`src/rtl/spi_frame_decoder.sv`:
```
// Purpose: assemble SPI bytes into a fixed-length frame, validate it, publish the last good frame.
// Latency: frame_out/frame_valid_out/error_out update one cycle after cs_active_in is first sampled low.
// Backpressure: none; every counted byte is consumed. Optional checksum byte: SPI_FRAME_CHECKSUM_EN.
module spi_frame_decoder #(
  parameter int FRAME_BITS     = 89,
  parameter int TIMEOUT_CYCLES = 2_000_000
) (
  input  logic                  clk_in,
  input  logic                  rst_in,
  input  logic [7:0]            byte_in,
  input  logic                  byte_valid_in,
  input  logic                  cs_active_in,
  output logic [FRAME_BITS-1:0] frame_out,
  output logic                  frame_valid_out,
  output logic                  error_out,
  output logic [7:0]            error_count_out,
  output logic                  stale_out
);

  localparam int FRAME_BYTES = (FRAME_BITS + 7) / 8;
`ifdef SPI_FRAME_CHECKSUM_EN
  localparam int EXP_BYTES = FRAME_BYTES + 1;
`else
  localparam int EXP_BYTES = FRAME_BYTES;
`endif
  localparam int CNT_W   = $clog2(EXP_BYTES + 1);
  localparam int STALE_W = $clog2(TIMEOUT_CYCLES + 1);

  localparam logic [CNT_W-1:0]   EXP_CNT   = CNT_W'(EXP_BYTES);
  localparam logic [CNT_W-1:0]   FRAME_CNT = CNT_W'(FRAME_BYTES);
  localparam logic [STALE_W-1:0] STALE_MAX = STALE_W'(TIMEOUT_CYCLES);

  localparam logic [1:0] ST_IDLE = 2'd0;
  localparam logic [1:0] ST_RECV = 2'd1;
  localparam logic [1:0] ST_OVFL = 2'd2;

  logic [1:0]            state_q, state_d;
  logic [CNT_W-1:0]      cnt_q, cnt_d;
  logic [FRAME_BITS-1:0] asm_q, asm_d;
  logic                  prev_cs_q;
  logic [STALE_W-1:0]    stale_cnt_q;
  logic                  cs_rise, cs_fall, take, accept, reject, sum_ok;
`ifdef SPI_FRAME_CHECKSUM_EN
  logic [7:0]            xor_q, xor_d;
`endif

  // Frame tracking: edge detect on cs, byte counting/shifting, and the accept/reject verdict.
  always_comb begin
    cs_rise = cs_active_in & ~prev_cs_q;
    cs_fall = ~cs_active_in & prev_cs_q;
    // A byte on the start cycle belongs to the new frame; bytes outside a frame are dropped.
    take    = byte_valid_in & cs_active_in & (cs_rise | (state_q != ST_IDLE));
    state_d = cs_rise ? ST_RECV : state_q;
    cnt_d   = cs_rise ? '0 : cnt_q;
    asm_d   = asm_q;
`ifdef SPI_FRAME_CHECKSUM_EN
    xor_d   = cs_rise ? 8'h00 : xor_q;
`endif
    if (take && (state_d != ST_OVFL)) begin
      if (cnt_d == EXP_CNT) begin
        state_d = ST_OVFL;
      end else begin
        // Only payload bytes enter the assembly register; padding falls off the top.
        if (cnt_d < FRAME_CNT) begin
          asm_d = {asm_q[FRAME_BITS-9:0], byte_in};
        end
`ifdef SPI_FRAME_CHECKSUM_EN
        // Running XOR over payload and checksum byte is zero exactly when the checksum matches.
        xor_d = xor_d ^ byte_in;
`endif
        cnt_d = cnt_d + CNT_W'(1);
      end
    end
    if (cs_fall) begin
      state_d = ST_IDLE;
    end
`ifdef SPI_FRAME_CHECKSUM_EN
    sum_ok = (xor_q == 8'h00);
`else
    sum_ok = 1'b1;
`endif
    accept = cs_fall & (state_q == ST_RECV) & (cnt_q == EXP_CNT) & sum_ok;
    // A cs drop with no frame open (e.g. cs high across reset) produces nothing.
    reject = cs_fall & (state_q != ST_IDLE) & ~accept;
  end

  // Registered frame state, outputs, error counter and stale timer.
  always_ff @(posedge clk_in) begin
    if (rst_in) begin
      state_q         <= ST_IDLE;
      cnt_q           <= '0;
      asm_q           <= '0;
      prev_cs_q       <= 1'b1;
      frame_out       <= '0;
      frame_valid_out <= 1'b0;
      error_out       <= 1'b0;
      error_count_out <= 8'h00;
      stale_cnt_q     <= STALE_MAX;
`ifdef SPI_FRAME_CHECKSUM_EN
      xor_q           <= 8'h00;
`endif
    end else begin
      state_q         <= state_d;
      cnt_q           <= cnt_d;
      asm_q           <= asm_d;
      prev_cs_q       <= cs_active_in;
      frame_valid_out <= accept;
      error_out       <= reject;
`ifdef SPI_FRAME_CHECKSUM_EN
      xor_q           <= xor_d;
`endif
      if (accept) begin
        frame_out <= asm_q;
      end
      if (reject && (error_count_out != 8'hFF)) begin
        error_count_out <= error_count_out + 8'd1;
      end
      if (accept) begin
        stale_cnt_q <= '0;
      end else if (stale_cnt_q != STALE_MAX) begin
        stale_cnt_q <= stale_cnt_q + STALE_W'(1);
      end
    end
  end

  assign stale_out = (stale_cnt_q == STALE_MAX);

endmodule

```
`config.mk`:
```
export PLATFORM = sky130hd
export DESIGN_NAME = spi_frame_decoder
export DESIGN_NICKNAME = d
export VERILOG_FILES = /design/src/rtl/spi_frame_decoder.sv
export SDC_FILE = /design/constraint.sdc
export NUM_CORES = 1
export LEC_CHECK = 0
export CAP_MARGIN = 10
export CORE_MARGIN = 5
export CORE_UTILIZATION = 35
export CTS_CLUSTER_SIZE = 25
export DETAILED_ROUTE_END_ITERATION = 12
export PLACE_DENSITY = 0.63
export SYNTH_ARGS = -nofsm -noshare
export SYNTH_HDL_FRONTEND = slang
export SYNTH_SLANG_ARGS = --single-unit
```
`constraint.sdc`:
```
create_clock -name clk_in -period 2.29 [get_ports clk_in]
set_input_delay 0.458 -clock clk_in [delete_from_list [all_inputs] [get_ports clk_in]]
set_output_delay 0.458 -clock clk_in [all_outputs]
set_load 0.1 [all_outputs]
```
# Word-level counts from Yosys, hierarchy flattened
# Index checks and enable logic that the tools add are counted.
[word_totals]
elab_cells = 49
regBits = 216
in_bits = 12
output_inout_bits = 100
[classes]
bitwise = 13
magnitude_cmp = 1
reduce_logical = 7
addsub = 3
muxes = 8
n_eq_ne = 7
[ops]
columns = ["op", "n"]
rows = [
  ["2-to-1 mux 21 bit", 2],
  ["adder 21 x 1 -> 21 bit (second input constant)", 1],
  ["== test 21 bit (second input constant)", 1],
  ["!= test 21 bit (second input constant)", 1],
  ["2-to-1 mux 4 bit", 3],
  ["adder 8 x 1 -> 8 bit (second input constant)", 1],
  ["AND 1 bit", 8],
  ["== test 4 bit (second input constant)", 2],
  ["!= test 8 bit (second input constant)", 1],
  ["2-to-1 mux 2 bit", 3],
  ["adder 4 x 1 -> 4 bit (second input constant)", 1],
  ["< comparator 4 bit (second input constant)", 1],
  ["inverter 1 bit", 4],
  ["nonzero test 2 bit", 2],
  ["OR reduction 2 bit", 2],
  ["AND reduction 3 bit", 1],
  ["== test 2 x 1 -> 1 bit (second input constant)", 1],
  ["logical AND 1 bit", 2],
  ["!= test 2 bit (second input constant)", 1],
  ["bitwise OR 1 bit", 1],
]

# Depth between registers and ports, before layout
[logic_depth]
word_depth = 7
mapped_depth = 10

# Least setup slack after synthesis
# Ideal clock, no wire load.
[synth_path]
path_kind = "reg2out"
from = "reg stale_cnt_q[17]"
to = "out stale_out"
n_path_buf = 0
stages_incl_launch_ff = 4
t_arrival_ns = 2.449
slack_ns = -0.617
path_cell_list = "dfxtp_1 -> nand3_1 -> or4b_2 -> nor2_1"
[synth_via]
elab_chain_len = 1
[synth_rtl]
columns = ["item", "line_no", "rtl"]
rows = [
  ["start: declaration", "41", "logic [STALE_W-1:0] stale_cnt_q;"],
  ["start signal: assignment", "121", "stale_cnt_q <= stale_cnt_q + STALE_W'(1);"],
  ["== test 21 bit", "126", "assign stale_out = (stale_cnt_q == STALE_MAX);"],
  ["end: declaration", "17", "output logic stale_out"],
]
# No other way between the ends.

# Final worst setup path
[layout_path]
from = "reg stale_cnt_q[1]"
to = "out stale_out"
# Same word-level chain as after synthesis.

==> results.txt <==
Status: finished, final reports clean
Final Skew: 0.009041 ns
Fin crit period: 2.268 ns
FF-to-FF End: stale_cnt_q[18]
IO Pins: 112
Crit path depth: 5
Most frequent cells in the layout: dfxtp_1 (207), nand2_1 (194), a21oi_1 (194), buf_4 (122), nand3_1 (103)
Die height: 163.8 um
MaxCap Viol Count: 0
Syn_area_per_cell: 8.077 sq um
Diodes inserted: 0
Combined area of all synthesized cells: 8279 sq um
Simple-gate share of the synthesized area: 0.2122
Starting density of the core: 0.3538
CTS Buf Count: 23
Synth Instances: 1025
Design area: 10460 sq um
End of the critical path: stale_out
Area Overhead vs Synth: 26.28%
Kind of critical path: reg -> out
Post-synth EDFFs: 0
LEAKAGE: 3.630 nW
Routability Congestion: 0.7637
CP max stage delay: 0.48 ns
Total number of vias: 7417
Hpwl dp: 13.39 mm
CP Launch Point: stale_cnt_q[1]
Chip width: 163.8 um
Detailed Routing Iterations Pass 1: 5
Fin. max-slew vios: 0
Die ar.: 26830 sq um
RSZ-0062 raised after global routing: yes
Crit path cell chain: inv_4 > ha_4 > or4b_4 > nor2_4 > buf_12
Worst-path maximum fanout: 2
Drt wl/cell: 15.17 um
Critical Path End Type: output pin
Detailed Route Iter0 Violations: 483
Critical Path AT: 1.81 ns
Crit path required time: 1.83 ns
Post-synthesis register bit count: 216
Synth Area in Compound Gates: 0.1962
Worst reg-to-reg setup slack: 0.42 ns
Yosys cell types: 49
Fin. Hold Viols: 0
Initial antenna violation count: 0
H-tree levels: 1
Largest family of logic cells by synthesized area: simple AND/OR/NAND/NOR gates
FILL cells: 2383
Global-route wire length before repair: 36.20 mm
Crit-path slowest cell: or4b_4
Number of routed nets with antenna violations: 0
Slew HR: 0.6066
R2r startpoint: stale_cnt_q[1]
Number of global-route vias before repair: 7037
Vias per inst: 5.144
CTS tree: done
Top FF cell, synth: dfxtp_1
Synth Area in Adders: 0.008765
Layout Nets: 1125
Bufs on Longest Clock Path: 3
Share of flip-flops with an asynchronous set or reset: 0
Clock root buffer master: clkbuf_16
Buffers added on ports: 111
GRT Total Usage: 0.1596
Reg clk slew, reported paths: 0.06 ns
# setup viols final: 0
Placed inst area: 9582 sq um
Post-synthesis net count: 1042
Worst Setup Start Kind: flip-flop
Share of cells above drive strength 1: 0.1799
Largest net degree at the start of global routing: 122
Routed WL: 21.88 mm
Most common cell after layout, fill and taps aside: dfxtp_1
Slew @ Worst Pin: 0.5879 ns
CP top delay family: simple AND/OR/NAND/NOR gates
Mux cell area share after synthesis: 0.001360
Worst hold-check path type: in -> reg
Tcrit/Tclk final: 0.9904
Worst-Skew Late Latency: 0.51 ns
Core box area: 23400 sq um
# rows: 56
GR Overflow Total: 0
Synthesis warning total: 0
Buf/Inv on CP: 2
Post-Synth XOR/XNOR Area: 0.01164
Final Util: 0.4467
Sequential fraction of the synthesis area: 0.5223
PwrDens: 762.2 nW/um^2
Max Clock Freq: 0.4409 GHz
Post-CTS Hold Fix Bufs: 0
DR DRC count: 0
CTS sink cnt: 216
Worst VDD drop: 0.3452 mV
Worst reg-to-reg path cell count: 6
## per-stage QoR
| step | worst slack, ns | setup TNS [ns] | hold slack [ns] | total power, W | std cells |
|---|---|---|---|---|---|
| floorplan | 0.04300 | 0 | 0.4285 | 0.004124 | 1025 |
| global placement | -0.05942 | -0.05942 | 0.4404 | 0.004251 | 1395 |
| detailed placement | -0.05171 | -0.1349 | 0.4470 | 0.004250 | 1395 |
| CTS | -0.04340 | -0.04340 | 0.2807 | 0.008058 | 1441 |
| global route | -0.04260 | -0.04260 | 0.3225 | 0.008254 | 1442 |
| finish | 0.02194 | 0 | 0.3005 | 0.007969 | 1442 |
## sequential cells by signal, indices dropped and copies added (netlist names)
register,flops
asm_q,89
frame_out,89
stale_cnt_q,21
error_count_out,8
cnt_q,4
state_q,2
error_out,1
frame_valid_out,1
prev_cs_q,1
## how the worst min path moves through the flow
stage,startpoint,to,slack (ns),depth (start not counted)
CTS,rst_in,error_out,0.28,2
finish,rst_in,error_out,0.30,2
floorplan,asm_q[81],frame_out[81],0.43,2
global placement,asm_q[86],frame_out[86],0.44,2
detailed placement,frame_out[19],frame_out[19],0.45,2
global route,rst_in,error_out,0.32,2
## cell type report
cell class | instances | area [sq um] | share of cell area
flip-flops and latches | 216 | 4340 | 0.4152
multi-input cells | 711 | 3645 | 0.3486
repair buffers | 145 | 1267 | 0.1212
clock buffers | 30 | 651.9 | 0.06235
well taps | 319 | 399.1 | 0.03818
clock inverters | 10 | 107.6 | 0.01029
inverters | 11 | 43.79 | 0.004189
## cell usage after synthesis, types with 5 or more instances
library cell / count / area [sq um]
nand4_1: 8 / 50.05
xnor2_1: 8 / 70.07
a21oi_1: 194 / 970.9
or4_1: 7 / 52.55
or3_1: 6 / 37.54
ha_1: 5 / 62.56
clkbuf_1: 62 / 232.7
nor4_1: 6 / 37.54
inv_1: 10 / 37.54
nor2_1: 19 / 71.32
nor3_1: 5 / 25.02
o21ai_0: 99 / 495.5
nand2b_1: 6 / 37.54
buf_2: 18 / 90.09
nand2_1: 195 / 732.0
buf_1: 6 / 22.52
dfxtp_1: 216 / 4324
nand3_1: 106 / 530.5
## worst register-to-register path: cells and delay by family, from the launching register on
kind | cells | cell delay (ns)
flops | 1 | 0.36
simple gates | 3 | 1.01
buf+inv | 1 | 0.13
fa+ha+maj | 1 | 0.19
compound gates | 1 | 0.10
## what timing repair did
action | CTS | global route
gates resized for setup | 14 | 7
endpoints found under the setup margin | 1 | 1
setup buffers | 6 | 1
pin swaps | 4 | 6
## logic make-up (layout without fill, tap and decap cells)
| group | count (synthesis) | count (layout) |
|---|---|---|
| fa+ha+maj | 6 | 6 |
| flops | 216 | 216 |
| mux | 1 | 1 |
| simple gates | 380 | 380 |
| xor+xnor | 11 | 11 |
| buf+inv | 98 | 196 |
| compound gates | 313 | 313 |
## where the power goes
group	leakage (nW)	internal, W	switching (W)
Combinational	1.51	0.000172	0.000276
Sequential	1.74	0.00378	0.0000151
Clock	0.382	0.00223	0.00150
Total	3.63	0.00617	0.00179
## metal layers
layer	vias to the layer above	routed length [um]	track usage
li1	3719	-	-
met4	0	297	0.03660
met3	25	1128	0.02936
met5	-	0	0
met2	164	10610	0.2640
met1	3509	9844	0.2176
Note: power is estimated with default switching activity, not from simulation.
